[src/rtl/dmem_arbiter_pkg.sv]
// Shared encodings for the data-memory arbiter: CPU memory commands, access
// sizes, arbiter FSM states and the alignment rule.
package dmem_arbiter_pkg;

    typedef enum logic [1:0] {
        DMC_NONE  = 2'b00,
        DMC_LOAD  = 2'b01,
        DMC_STORE = 2'b10
    } dmc_e;

    typedef enum logic [1:0] {
        LM_WORD = 2'b00,
        LM_HALF = 2'b01,
        LM_BYTE = 2'b10
    } lm_e;

    typedef enum logic [1:0] {
        ST_IDLE    = 2'b00,
        ST_CPU_RD  = 2'b01,
        ST_HOST_RD = 2'b10
    } state_e;

    localparam int WAIT_W = 4;

    // Reserved access size 11 behaves as a word access.
    function automatic logic isMisaligned(input logic [1:0] mode, input logic [1:0] off);
        case (mode)
            LM_HALF: return off[0];
            LM_BYTE: return 1'b0;
            default: return off != 2'b00;
        endcase
    endfunction

endpackage

[src/rtl/dmem_arbiter_lane.sv]
// Byte-lane steering for the data RAM: store byte-enables and replicated write
// data, plus load lane selection with sign/zero extension.
module dmem_lane
    import dmem_arbiter_pkg::*;
(
    input  logic [1:0]  stMode_i,
    input  logic [1:0]  stOff_i,
    input  logic [31:0] stData_i,
    input  logic [1:0]  ldMode_i,
    input  logic [1:0]  ldOff_i,
    input  logic        ldSigned_i,
    input  logic [31:0] ramData_i,
    output logic [3:0]  be_o,
    output logic [31:0] wdata_o,
    output logic [31:0] rdata_o
);

    logic [15:0] halfVal;
    logic [7:0]  byteVal;

    always_comb begin
        be_o    = 4'b1111;
        wdata_o = stData_i;
        case (stMode_i)
            LM_HALF: begin
                be_o    = 4'b0011 << {stOff_i[1], 1'b0};
                wdata_o = {2{stData_i[15:0]}};
            end
            LM_BYTE: begin
                be_o    = 4'b0001 << stOff_i;
                wdata_o = {4{stData_i[7:0]}};
            end
            default: ;
        endcase
    end

    always_comb begin
        halfVal = ldOff_i[1] ? ramData_i[31:16] : ramData_i[15:0];
        byteVal = ramData_i[8*ldOff_i +: 8];
        rdata_o = ramData_i;
        case (ldMode_i)
            LM_HALF: rdata_o = {{16{ldSigned_i & halfVal[15]}}, halfVal};
            LM_BYTE: rdata_o = {{24{ldSigned_i & byteVal[7]}}, byteVal};
            default: ;
        endcase
    end

endmodule

[src/rtl/dmem_arbiter.sv]
// Shares the single-port data RAM between the MIPS MEM stage and the host
// bridge, with a bounded-wait guarantee for the host.
module dmem_arbiter
    import dmem_arbiter_pkg::*;
#(
    parameter int ADDR_W        = 12,
    parameter int HOST_MAX_WAIT = 4
) (
    input  logic              clk,
    input  logic              rst_n,
    input  logic [1:0]        dmc_mem,
    input  logic [1:0]        loadmode_mem,
    input  logic              memsigned_mem,
    input  logic [ADDR_W+1:0] cpu_addr,
    input  logic [31:0]       cpu_wdata,
    output logic [31:0]       cpu_rdata,
    output logic              cpu_rvalid,
    output logic              cpu_stall,
    output logic              cpu_align_err,
    input  logic              host_req,
    input  logic              host_we,
    input  logic [ADDR_W-1:0] host_addr,
    input  logic [31:0]       host_wdata,
    output logic [31:0]       host_rdata,
    output logic              host_ack,
    output logic              ram_en,
    output logic [3:0]        ram_be,
    output logic [ADDR_W-1:0] ram_addr,
    output logic [31:0]       ram_wdata,
    input  logic [31:0]       ram_rdata
);

    localparam logic [WAIT_W-1:0] MaxWait = WAIT_W'(HOST_MAX_WAIT);

    state_e            state_q, state_d;
    logic [WAIT_W-1:0] waitCnt_q, waitCnt_d;
    logic [1:0]        ldMode_q, ldMode_d;
    logic [1:0]        ldOff_q, ldOff_d;
    logic              ldSigned_q, ldSigned_d;

    logic        cpuReq, cpuIsLoad, cpuMisaligned, hostForce, cpuWins, hostWins;
    logic [3:0]  laneBe;
    logic [31:0] laneWdata, laneRdata;

    // Qualifying requests with rst_n keeps every output at zero while in reset.
    assign cpuReq        = rst_n && (dmc_mem == DMC_LOAD || dmc_mem == DMC_STORE);
    assign cpuIsLoad     = dmc_mem == DMC_LOAD;
    assign cpuMisaligned = isMisaligned(loadmode_mem, cpu_addr[1:0]);
    assign hostForce     = host_req && (waitCnt_q == MaxWait);
    assign cpuWins       = cpuReq && !hostForce;
    assign hostWins      = rst_n && host_req && !cpuWins;

    dmem_lane uLane (
        .stMode_i   (loadmode_mem),
        .stOff_i    (cpu_addr[1:0]),
        .stData_i   (cpu_wdata),
        .ldMode_i   (ldMode_q),
        .ldOff_i    (ldOff_q),
        .ldSigned_i (ldSigned_q),
        .ramData_i  (ram_rdata),
        .be_o       (laneBe),
        .wdata_o    (laneWdata),
        .rdata_o    (laneRdata)
    );

    always_ff @(posedge clk or negedge rst_n) begin
        if (!rst_n) begin
            state_q    <= ST_IDLE;
            waitCnt_q  <= '0;
            ldMode_q   <= '0;
            ldOff_q    <= '0;
            ldSigned_q <= 1'b0;
        end else begin
            state_q    <= state_d;
            waitCnt_q  <= waitCnt_d;
            ldMode_q   <= ldMode_d;
            ldOff_q    <= ldOff_d;
            ldSigned_q <= ldSigned_d;
        end
    end

    always_comb begin
        state_d       = state_q;
        waitCnt_d     = waitCnt_q;
        ldMode_d      = ldMode_q;
        ldOff_d       = ldOff_q;
        ldSigned_d    = ldSigned_q;
        cpu_rdata     = '0;
        cpu_rvalid    = 1'b0;
        cpu_stall     = 1'b0;
        cpu_align_err = 1'b0;
        host_rdata    = '0;
        host_ack      = 1'b0;
        ram_en        = 1'b0;
        ram_be        = 4'b0000;
        ram_addr      = '0;
        ram_wdata     = '0;

        if (!host_req) waitCnt_d = '0;

        case (state_q)
            ST_IDLE: begin
                if (cpuWins) begin
                    if (host_req && waitCnt_q != MaxWait) waitCnt_d = waitCnt_q + 1'b1;
                    if (cpuMisaligned) begin
                        cpu_align_err = 1'b1;
                        cpu_rvalid    = cpuIsLoad;
                    end else if (cpuIsLoad) begin
                        ram_en     = 1'b1;
                        ram_addr   = cpu_addr[ADDR_W+1:2];
                        cpu_stall  = 1'b1;
                        ldMode_d   = loadmode_mem;
                        ldOff_d    = cpu_addr[1:0];
                        ldSigned_d = memsigned_mem;
                        state_d    = ST_CPU_RD;
                    end else begin
                        ram_en    = 1'b1;
                        ram_be    = laneBe;
                        ram_addr  = cpu_addr[ADDR_W+1:2];
                        ram_wdata = laneWdata;
                    end
                end else if (hostWins) begin
                    waitCnt_d = '0;
                    cpu_stall = cpuReq;
                    ram_en    = 1'b1;
                    ram_addr  = host_addr;
                    if (host_we) begin
                        ram_be    = 4'b1111;
                        ram_wdata = host_wdata;
                        host_ack  = 1'b1;
                    end else begin
                        state_d = ST_HOST_RD;
                    end
                end
            end
            ST_CPU_RD: begin
                cpu_rdata  = laneRdata;
                cpu_rvalid = 1'b1;
                state_d    = ST_IDLE;
            end
            ST_HOST_RD: begin
                host_rdata = ram_rdata;
                host_ack   = 1'b1;
                cpu_stall  = cpuReq;
                state_d    = ST_IDLE;
            end
            default: state_d = ST_IDLE;
        endcase
    end

endmodule

[config.mk]
export PLATFORM = sky130hd
export DESIGN_NAME = dmem_arbiter
export DESIGN_NICKNAME = d
export VERILOG_FILES = /design/src/rtl/dmem_arbiter_pkg.sv /design/src/rtl/dmem_arbiter_lane.sv /design/src/rtl/dmem_arbiter.sv
export SDC_FILE = /design/constraint.sdc
export NUM_CORES = 1
export LEC_CHECK = 0
export ABC_CLOCK_PERIOD_IN_PS = 2160
export CAP_MARGIN = 20
export CORE_UTILIZATION = 29
export CTS_CLUSTER_SIZE = 28
export DETAILED_ROUTE_END_ITERATION = 7
export GPL_TIMING_DRIVEN = 0
export PLACE_DENSITY = 0.8
export SLEW_MARGIN = 20
export SYNTH_ARGS = -nofsm -noshare
export SYNTH_HDL_FRONTEND = slang
export SYNTH_SLANG_ARGS = --single-unit
[constraint.sdc]
create_clock -name clk -period 2.16 [get_ports clk]
set_clock_uncertainty 0.15 [all_clocks]
set_input_delay 0.216 -clock clk [delete_from_list [all_inputs] [get_ports clk]]
set_output_delay 0.216 -clock clk [all_outputs]
set_load 0.005 [all_outputs]
==> results.sh, run 1 <==
export IMPL_rsz0062_at_grt="yes"
export IMPL_post_drt_wl_per_cell_um=20.1
export IMPL_synthTopCellsByArea="dfrtp_1, and2_1, nor2b_1"
export IMPL_placementRows=34
export IMPL_irDropWorstVdd_v=0.000457
export IMPL_antenna_cells=0
export IMPL_crit_buf_inv=4
export IMPL_cts_buffers_inserted=3
export IMPL_status="complete, but fails checks"
export IMPL_slowest_delay_ns=0.41
export IMPL_clkTransAtPathRegs_ns=0.05
export IMPL_overflow=0
export IMPL_num_vias=4470
export IMPL_setup_viol=84
export IMPL_synth_nets=522
export IMPL_die_y_um=97.8
export IMPL_hold_viol=0
export IMPL_cts_tree="built"
export IMPL_nets=836
export IMPL_netlist_instances=384
export IMPL_worst_pin_slew_ns=0.583
export IMPL_crit_slowest_cell="dfrtp_1"
export IMPL_clockRootBuffer="clkbuf_8"
export IMPL_syn2layout_area_growth_pct=134
export IMPL_placed_cell_area_um2=5260
export IMPL_core_um2=8810
export IMPL_synth_top_cell_area_share_pct=10.3
export IMPL_grt_pass1_wl_um=22700
export IMPL_initial_utilization_pct=30.2
export IMPL_hpwl_um=10500
export IMPL_synth_edff_count=0
export IMPL_layout_drive_gt1_share_pct=44.5
export IMPL_die_w_um=97.8
export IMPL_met1_usage_pct=32.6
export IMPL_synthFlopType="dfrtp_1"
export IMPL_grt_max_degree=12
export IMPL_critPathTopFamily="buffers and inverters"
export IMPL_grt_util_met2_pct=55.7
export IMPL_cts_buffer_depth=2
export IMPL_clock_fmax_ghz=0.425
export IMPL_worstSkewPairLatency_ns=0.25
export IMPL_dp_slack_ns=-1.35
export IMPL_critical_path_depth=9
export IMPL_fin_ws_ns=-0.194
export IMPL_postSynthAreaPerCell_um2=6.93
export IMPL_worst_setup_path_start_kind="register"
export IMPL_crit_start="ldMode_q[0]$_DFFE_PN0P_"
export IMPL_fp_dieArea_um2=9570
export IMPL_fillers=665
export IMPL_ios=248
export IMPL_drtIter0Drc=265
export IMPL_p_leak_nw=2.78
export IMPL_ys_seq_area_share_pct=10.3
export IMPL_path_class="reg2out"
export IMPL_cp_max_fo=8
export IMPL_drc=32
export IMPL_violations="design-rule violations, negative setup slack"
export IMPL_drv_slew=0
export IMPL_r2r_start="waitCnt_q[0]$_DFF_PN0_"
export IMPL_gp_congestion=0.908
export IMPL_finalSetupTns_ns=-8.33
export IMPL_htreeDepth=1
export IMPL_yosys_area_top_type="dfrtp_1"
export IMPL_grt_busiest_layer="met2"
export IMPL_final_area_um2=6220
export IMPL_synth_distinct_cells=49
export IMPL_dp_cells=738
export IMPL_path_cells="inv_2 -> ha_4 -> nand2b_4 -> buf_4 -> buf_6 -> a21oi_2 -> o22ai_1 -> a221oi_1 -> buf_2"
export IMPL_final_cells=805
export IMPL_crit_arrival_ns=1.99
export IMPL_r2r_cells=9
export IMPL_syn_cell_area_um2=2660
export IMPL_hold_class="in2reg"
export IMPL_port_buffers=246
export IMPL_rrSetupSlack_ns=-0.08
export IMPL_cts_sinks=11
export IMPL_synth_warnings=0
export IMPL_synth_seq_cells=11
export IMPL_fin_crit_sh_pct=109
export IMPL_max_slew_margin_rel_pct=61.0
export IMPL_grt_use_total_pct=29.1
export IMPL_avgViaCountPerCell=5.55
export IMPL_drt_antenna_violating_nets=0
export IMPL_grt_pass1_vias=4465
export IMPL_firstDrtPassIters=8
export IMPL_grt_use_met3_pct=5.87
export IMPL_wl_um=16100
export IMPL_antenna_found_initial=0
export IMPL_critPathCaptureType="primary output"
export IMPL_cap_violations=0
export IMPL_crit_end="cpu_rdata[6]"
export IMPL_min_period_ns=2.35
export IMPL_power_density_nw_per_um2=550
export IMPL_worst_ep_required_time_ns=1.79
export IMPL_async_reset_ff_share_pct=100
export IMPL_reg2reg_to="ldSigned_q$_DFFE_PN0P_"
[metrics by stage]
step	total power, W	hold slack, ns	util [%]
after floorplan	0.00117	-0.230	-
after global placement	0.00186	0.379	59.7
after detailed placement	0.00189	0.381	59.7
after CTS	0.00286	0.181	67.0
after global routing	0.00357	0.170	70.6
final	0.00342	0.132	70.6
[synthesized netlist by cell type (8+ instances only)]
cell type / instances
o21ai_0: 13
a221o_1: 8
o2bb2ai_1: 10
a32o_1: 16
nor3_1: 18
nand2b_1: 19
a221oi_1: 15
clkbuf_1: 26
inv_1: 26
nand2_1: 32
a21oi_1: 31
nor2b_1: 27
and2_1: 34
nor3b_1: 8
dfrtp_1: 11
a22o_1: 12
[worst min-delay path by stage]
stage | from | end | slack, ns | cells past startpoint
floorplan | rst_n | ldMode_q[0]$_DFFE_PN0P_ | -0.23 | 0
global placement | ldSigned_q$_DFFE_PN0P_ | ldSigned_q$_DFFE_PN0P_ | 0.38 | 1
CTS | host_req | waitCnt_q[1]$_DFF_PN0_ | 0.18 | 2
global route | loadmode_mem[1] | ldMode_q[1]$_DFFE_PN0P_ | 0.17 | 3
detailed placement | ldSigned_q$_DFFE_PN0P_ | ldSigned_q$_DFFE_PN0P_ | 0.38 | 1
finish | loadmode_mem[1] | ldMode_q[1]$_DFFE_PN0P_ | 0.13 | 3
[cell families (layout without fill, tap and decap cells)]
kind of cell,after synthesis,after routing,share of synthesized area [%]
multiplexers,7,7,2.82
AO/OA/AOI/OAI,131,131,38.0
buffers and inverters,64,377,10.8
AND/OR/NAND/NOR,164,164,34.8
adder cells (fa/ha/maj),7,7,3.29
flip-flops,11,11,10.3
[where the power goes]
group	internal (W)	leakage [nW]	switching, W
clock network	0.000130	0.0228	0.0000898
registers	0.000243	0.137	0.0000622
logic	0.00150	2.62	0.00140
total	0.00187	2.78	0.00155
[final cells by class]
cell class	instances	area [µm²]	area share, %
Buffer	26	263	4.23
Clock buffer	4	45.0	0.724
Inverter	26	101	1.63
Multi-Input combinational cell	309	2670	42.9
Sequential cell	11	279	4.49
Tap cell	108	135	2.17
Timing Repair Buffer	321	2730	43.8
[flip-flops by register name, indices dropped and copies added, names as in the netlist]
| signal | cells |
|---|---|
| ldOff_q | 2 |
| ldMode_q | 2 |
| waitCnt_q | 4 |
| state_q | 2 |
| ldSigned_q | 1 |
[layer usage]
metal / wire length (µm) / vias up
met5: 0 / -
met4: 502 / 0
met3: 1330 / 42
met2: 8580 / 241
met1: 5730 / 2152
li1: - / 2035
[cells in the final DEF (no fill, tap or decap), types with 6 or more instances in the layout]
master,count
nand2_1,30
dfrtp_1,8
nand2b_1,17
a21oi_4,6
clkdlybuf4s15_1,17
nor3b_1,8
clkbuf_8,12
a21oi_2,8
o21ai_0,9
a32o_1,15
nand3_1,7
nor2b_1,25
a221o_1,8
buf_6,32
inv_1,21
a21oi_1,18
buf_4,41
nor3_2,15
buf_8,6
o2bb2ai_2,8
a221oi_2,14
and2_1,29
clkdlybuf4s50_1,124
a22o_1,12
clkbuf_2,25
buf_2,75
[worst min-delay path, delay by kind of cell]
| family | cells | cell delay, ns |
|---|---|---|
| buf+inv | 2 | 0.19 |
| mux | 1 | 0.07 |
[repair_timing]
item,4_1_cts,5_1_grt
setup buffers,49,20
cloned,5,1
endpoints found under the setup margin,121,102
pin swaps,34,34
hold endpoints to repair,11,0
hold buffers,1,0
gates resized for setup,494,129
Power figures use the tool's default switching activity.
==> inputs of run 2 (changes only) <==
ABC_CLOCK_PERIOD_IN_PS = 2700   (was 2160)
CORE_AREA = 2 2 97 99   (was not set)
CORE_UTILIZATION = not set   (was 29)
DIE_AREA = 0 0 99 101   (was not set)
PLACE_DENSITY = 0.79   (was 0.8)
SLEW_MARGIN = not set   (was 20)
clock period = 2.7 ns   (was 2.16 ns; I/O delays follow)
==> run 2 against run 1 <==
The flow now finishes without violations; setup slack improved by 0.25 ns; worst hold slack gained 0.081 ns; sequential share of layout area up 0.41 points; cell area fell by 8.7%; critical endpoint is now ram_wdata[10]; sequential power shrank 24%; combinational power shrank 46%; largest power group unchanged; clock power shrank 23%.
==> results.sh, run 2 (same netlist as run 1, synthesis figures left out) <==
export IMPL_min_from="host_req"
export IMPL_clock_fmax_ghz=0.378
export IMPL_power_frac_seq_pct=11.9
export IMPL_crit_arrival_ns=2.22
export IMPL_firstDrtPassIters=4
export IMPL_setup_viol=0
export IMPL_worst_pin_slew_ns=0.609
export IMPL_num_vias=3999
export IMPL_core_um2=8980
export IMPL_drt_antenna_violating_nets=0
export IMPL_p_int_w=0.00108
export IMPL_r2r_cells=8
export IMPL_gp_congestion=0.932
export IMPL_power_density_nw_per_um2=344
export IMPL_avgViaCountPerCell=5.26
export IMPL_cts_buffer_depth=2
export IMPL_die_y_um=101
export IMPL_ios=248
export IMPL_final_cells=760
export IMPL_critPathCaptureType="primary output"
export IMPL_status="finished clean"
export IMPL_hold_viol=0
export IMPL_p_comb_share_pct=79.4
export IMPL_cap_violations=0
export IMPL_hold_class="in2reg"
export IMPL_wl_um=13400
export IMPL_drc=0
export IMPL_path_class="reg2out"
export IMPL_grt_max_degree=12
export IMPL_drtIter0Drc=158
export IMPL_layout_common_cells="clkdlybuf4s50_1, dlygate4sd2_1, and2_1"
export IMPL_grt_pass1_vias=4000
export IMPL_initial_utilization_pct=29.7
export IMPL_nets=788
export IMPL_power_switching_share_pct=44.6
export IMPL_worstHoldEndpoint="waitCnt_q[1]$_DFF_PN0_"
export IMPL_cts_tree="built"
export IMPL_worst_setup_path_start_kind="register"
export IMPL_grt_pass1_wl_um=19900
export IMPL_syn2layout_area_growth_pct=113
export IMPL_hpwl_um=10600
export IMPL_fillers=809
export IMPL_p_clk_share_pct=8.7
export IMPL_antenna_found_initial=0
export IMPL_clkTransAtPathRegs_ns=0.06
export IMPL_grt_use_total_pct=24.1
export IMPL_clockRootBuffer="clkbuf_8"
export IMPL_p_leak_nw=2.62
export IMPL_drv_slew=0
export IMPL_dp_cells=741
export IMPL_antenna_cells=0
export IMPL_rrSetupSlack_ns=0.65
export IMPL_overflow=0
export IMPL_largest_reg_flops=4
export IMPL_fp_dieArea_um2=10000
export IMPL_final_common_cell="clkdlybuf4s50_1"
export IMPL_r2r_start="waitCnt_q[0]$_DFF_PN0_"
export IMPL_cp_max_fo=6
export IMPL_die_w_um=99
export IMPL_layout_drive_gt1_share_pct=17.4
export IMPL_cts_sinks=11
export IMPL_p_switching_w=0.000869
export IMPL_reg2reg_to="ldOff_q[0]$_DFFE_PN0P_"
export IMPL_post_drt_wl_per_cell_um=17.6
export IMPL_placementRows=35
export IMPL_htreeDepth=1
export IMPL_max_slew_margin_rel_pct=59.3
export IMPL_worst_ep_required_time_ns=2.28
export IMPL_top_register="waitCnt_q"
export IMPL_whs_ns=0.213
export IMPL_hold_depth=2
export IMPL_port_buffers=246
export IMPL_cts_buffers_inserted=3
export IMPL_irDropWorstVdd_v=0.000256
export IMPL_min_period_ns=2.64
export IMPL_worstSkewPairLatency_ns=0.24
export IMPL_fin_crit_sh_pct=97.9
-- run 2: changes by cell type in the layout (fill, tap and decap cells not counted), moves of 15 or more --
cell             change
dlymetal6s2s_1      +17
dlygate4sd2_1       +32
nor3_1              +15
buf_6               -29
buf_2               -68
clkdlybuf4s50_1     +54
buf_4               -17
clkdlybuf4s15_1     -17
-- run 2: worst max path at each step --
stage	slack (ns)	end	from	cells past startpoint
after global routing	-0.03	ram_wdata[13]	waitCnt_q[0]$_DFF_PN0_	9
after detailed placement	-0.90	ram_wdata[15]	rst_n	8
final	0.06	ram_wdata[10]	waitCnt_q[0]$_DFF_PN0_	11
after floorplan	0.52	ram_wdata[10]	loadmode_mem[0]	8
after CTS	-0.008	cpu_rdata[30]	ldMode_q[0]$_DFFE_PN0P_	8
after global placement	-0.90	ram_wdata[15]	rst_n	8
-- run 2: worst max-delay path, stage by stage, from the launching register on --
cell and delay [ns]:
dfrtp_1 0.38, inv_1 0.07, ha_2 0.17, and4b_2 0.26, nor2b_2 0.06, buf_6 0.12, and2_4 0.15, buf_8 0.13
buf_8 0.12, buf_6 0.12, a32o_1 0.26, buf_2 0.13
-- run 2: cell type report --
cell class,count,area (µm²),share of cell area [%]
Timing Repair Buffer,269,2590,45.7
Multi-Input combinational cell,309,2300,40.6
Sequential cell,11,278,4.89
Buffer,30,214,3.77
Tap cell,111,139,2.45
Inverter,26,101,1.79
Clock buffer,3,41.3,0.728
Clock inverter,1,5.00,0.0882
-- run 2: per-layer routing --
metal | up-vias | wire length, µm | GRT usage (%)
li1 | 1935 | - | -
met1 | 1875 | 5120 | 27.2
met2 | 171 | 7010 | 46.9
met3 | 18 | 1060 | 4.72
met4 | 0 | 220 | 4.11
met5 | - | 0 | 0
-- run 2: power by group through the flow --
stage                     clock network (W)  logic, W  registers [W]
after floorplan                           0  0.000722       0.000213
after global placement                    0   0.00126       0.000220
after detailed placement                  0   0.00129       0.000223
after CTS                          0.000166   0.00143       0.000227
after global routing               0.000179   0.00166       0.000234
final                              0.000170   0.00155       0.000232
-- run 2: stage by stage --
step	worst slack, ns	util, %	TNS [ns]	instance area, µm²	power (W)
after floorplan	0.515	-	0	2660	0.000935
after global placement	-0.902	58.6	-37.76	5260	0.00148
after global routing	-0.0331	63.2	-0.0877	5680	0.00208
after detailed placement	-0.901	58.6	-41.69	5260	0.00151
after CTS	-0.00842	61.7	-0.00842	5540	0.00182
final	0.0556	63.2	0	5680	0.00195
-- run 2: timing repair --
item,in CTS,in global routing
hold buffers,1,0
gates resized for setup,137,45
setup endpoints to repair,84,46
endpoints found under the hold margin,11,0
buffers inserted,13,9
pin swaps,9,4
==> inputs of run 3 (changes only) <==
SETUP_SLACK_MARGIN = 0.2   (was not set)
==> run 3 against run 2 <==
Sequential share of layout area about the same; non-clock buffer count up 19; die area unchanged; first-iteration DRC count fell by 26%; setup slack gained 0.037 ns; largest cell class unchanged.
==> results.sh, run 3 (same netlist as run 1, synthesis figures left out) <==
export IMPL_min_from="host_req"
export IMPL_hpwl_um=10600
export IMPL_cp_max_fo=6
export IMPL_min_period_ns=2.61
export IMPL_dp_cells=741
export IMPL_top_register="waitCnt_q"
export IMPL_worst_setup_path_start_kind="register"
export IMPL_r2r_start="waitCnt_q[1]$_DFF_PN0_"
export IMPL_layout_drive_gt1_share_pct=28.6
export IMPL_largest_reg_flops=4
export IMPL_clkTransAtPathRegs_ns=0.06
export IMPL_placed_cell_area_um2=5260
export IMPL_nets=807
export IMPL_htreeDepth=1
export IMPL_worstHoldEndpoint="waitCnt_q[1]$_DFF_PN0_"
export IMPL_cts_tree="built"
export IMPL_fin_crit_sh_pct=96.6
export IMPL_power_density_nw_per_um2=368
export IMPL_cts_buffer_depth=2
export IMPL_worst_pin_slew_ns=0.529
export IMPL_die_y_um=101
export IMPL_final_area_um2=5660
export IMPL_drv_slew=0
export IMPL_grt_pass1_wl_um=20800
export IMPL_layout_common_cells="clkdlybuf4s50_1, clkbuf_2, buf_2"
export IMPL_cap_violations=0
export IMPL_cts_sinks=11
export IMPL_setup_viol=0
export IMPL_syn2layout_area_growth_pct=113
export IMPL_path_class="reg2out"
export IMPL_worst_ep_required_time_ns=2.28
export IMPL_finalSetupTns_ns=0
export IMPL_grt_use_total_pct=25.2
export IMPL_wl_um=13700
export IMPL_grt_pass1_vias=4179
export IMPL_ios=248
export IMPL_placementRows=35
export IMPL_antenna_found_initial=0
export IMPL_post_drt_wl_per_cell_um=17.6
export IMPL_p_leak_nw=2.51
export IMPL_dp_slack_ns=-0.901
export IMPL_initial_utilization_pct=29.7
export IMPL_rrSetupSlack_ns=0.57
export IMPL_drc=0
export IMPL_clock_fmax_ghz=0.384
export IMPL_cts_buffers_inserted=3
export IMPL_overflow=0
export IMPL_critPathCaptureType="primary output"
export IMPL_status="finished clean"
export IMPL_hold_class="in2reg"
export IMPL_firstDrtPassIters=4
export IMPL_gp_congestion=0.932
export IMPL_fin_ws_ns=0.0929
export IMPL_die_w_um=99
export IMPL_fp_dieArea_um2=10000
export IMPL_reg2reg_to="ldOff_q[0]$_DFFE_PN0P_"
export IMPL_crit_arrival_ns=2.19
export IMPL_final_common_cell="clkdlybuf4s50_1"
export IMPL_hold_depth=2
export IMPL_port_buffers=246
export IMPL_r2r_cells=9
export IMPL_rsz0062_at_grt="yes"
export IMPL_drt_antenna_violating_nets=0
export IMPL_core_um2=8980
export IMPL_whs_ns=0.214
export IMPL_clockRootBuffer="clkbuf_8"
export IMPL_max_slew_margin_rel_pct=64.6
export IMPL_avgViaCountPerCell=5.26
export IMPL_irDropWorstVdd_v=0.000284
export IMPL_final_cells=779
export IMPL_worstSkewPairLatency_ns=0.24
export IMPL_hold_viol=0
export IMPL_antenna_cells=0
export IMPL_drtIter0Drc=117
export IMPL_grt_max_degree=12
export IMPL_num_vias=4094
-- run 3: final cells by class --
class / count / area [µm²]
fillers: 800 / 3320
repair buffers: 281 / 2430
plain buffers: 37 / 327
well taps: 111 / 139
inverters: 26 / 97.6
flip-flops and latches: 11 / 278
clock inverters: 1 / 5.00
multi-input cells: 309 / 2340
clock buffers: 3 / 41.3
-- run 3: worst max path at each step --
stage,from,end,slack (ns)
after global routing,waitCnt_q[0]$_DFF_PN0_,ram_wdata[15],-0.0006
after detailed placement,rst_n,ram_wdata[15],-0.90
after global placement,rst_n,ram_wdata[15],-0.90
after floorplan,loadmode_mem[0],ram_wdata[10],0.52
after CTS,waitCnt_q[0]$_DFF_PN0_,ram_wdata[10],0.07
final,waitCnt_q[0]$_DFF_PN0_,ram_wdata[15],0.09
-- run 3: through the flow --
step	util, %	power [W]
2_1_floorplan	-	0.000935
3_3_place_gp	58.6	0.00148
3_5_place_dp	58.6	0.00151
4_1_cts	62.1	0.00190
5_1_grt	63.0	0.00221
6_report	63.0	0.00208
-- run 3: per-layer routing --
layer  part of all wire [%]  vias to the layer above  GRT usage [%]
met1                     37                     1930           28.2
met3                    7.9                       16           4.51
met4                    1.7                        0           5.48
li1                       -                     1973              -
met5                      0                        -              0
met2                     53                      175           49.1
-- run 3: worst max-delay path, stage by stage, from the launching register on --
cell     delay (ns)
dfrtp_1        0.38
inv_1          0.07
ha_2           0.17
and4b_2        0.28
nor2b_4        0.05
buf_6          0.12
and2_4         0.15
buf_8          0.12
buf_8          0.12
buf_6          0.10
a32o_2         0.27
buf_6          0.12
-- run 3: what timing repair did --
item	4_1_cts	5_1_grt
hold endpoints to repair	11	0
setup endpoints to repair	90	91
buffers inserted	21	12
pin swaps	11	23
resized for setup	273	119
hold buffers	1	0
gates cloned	0	1
-- run 3: power breakdown --
group          internal (W)  switching, W  total (W)
registers          0.000194     0.0000333   0.000228
clock network      0.000101     0.0000636   0.000165
logic              0.000858      0.000830    0.00169
total               0.00115      0.000926    0.00208
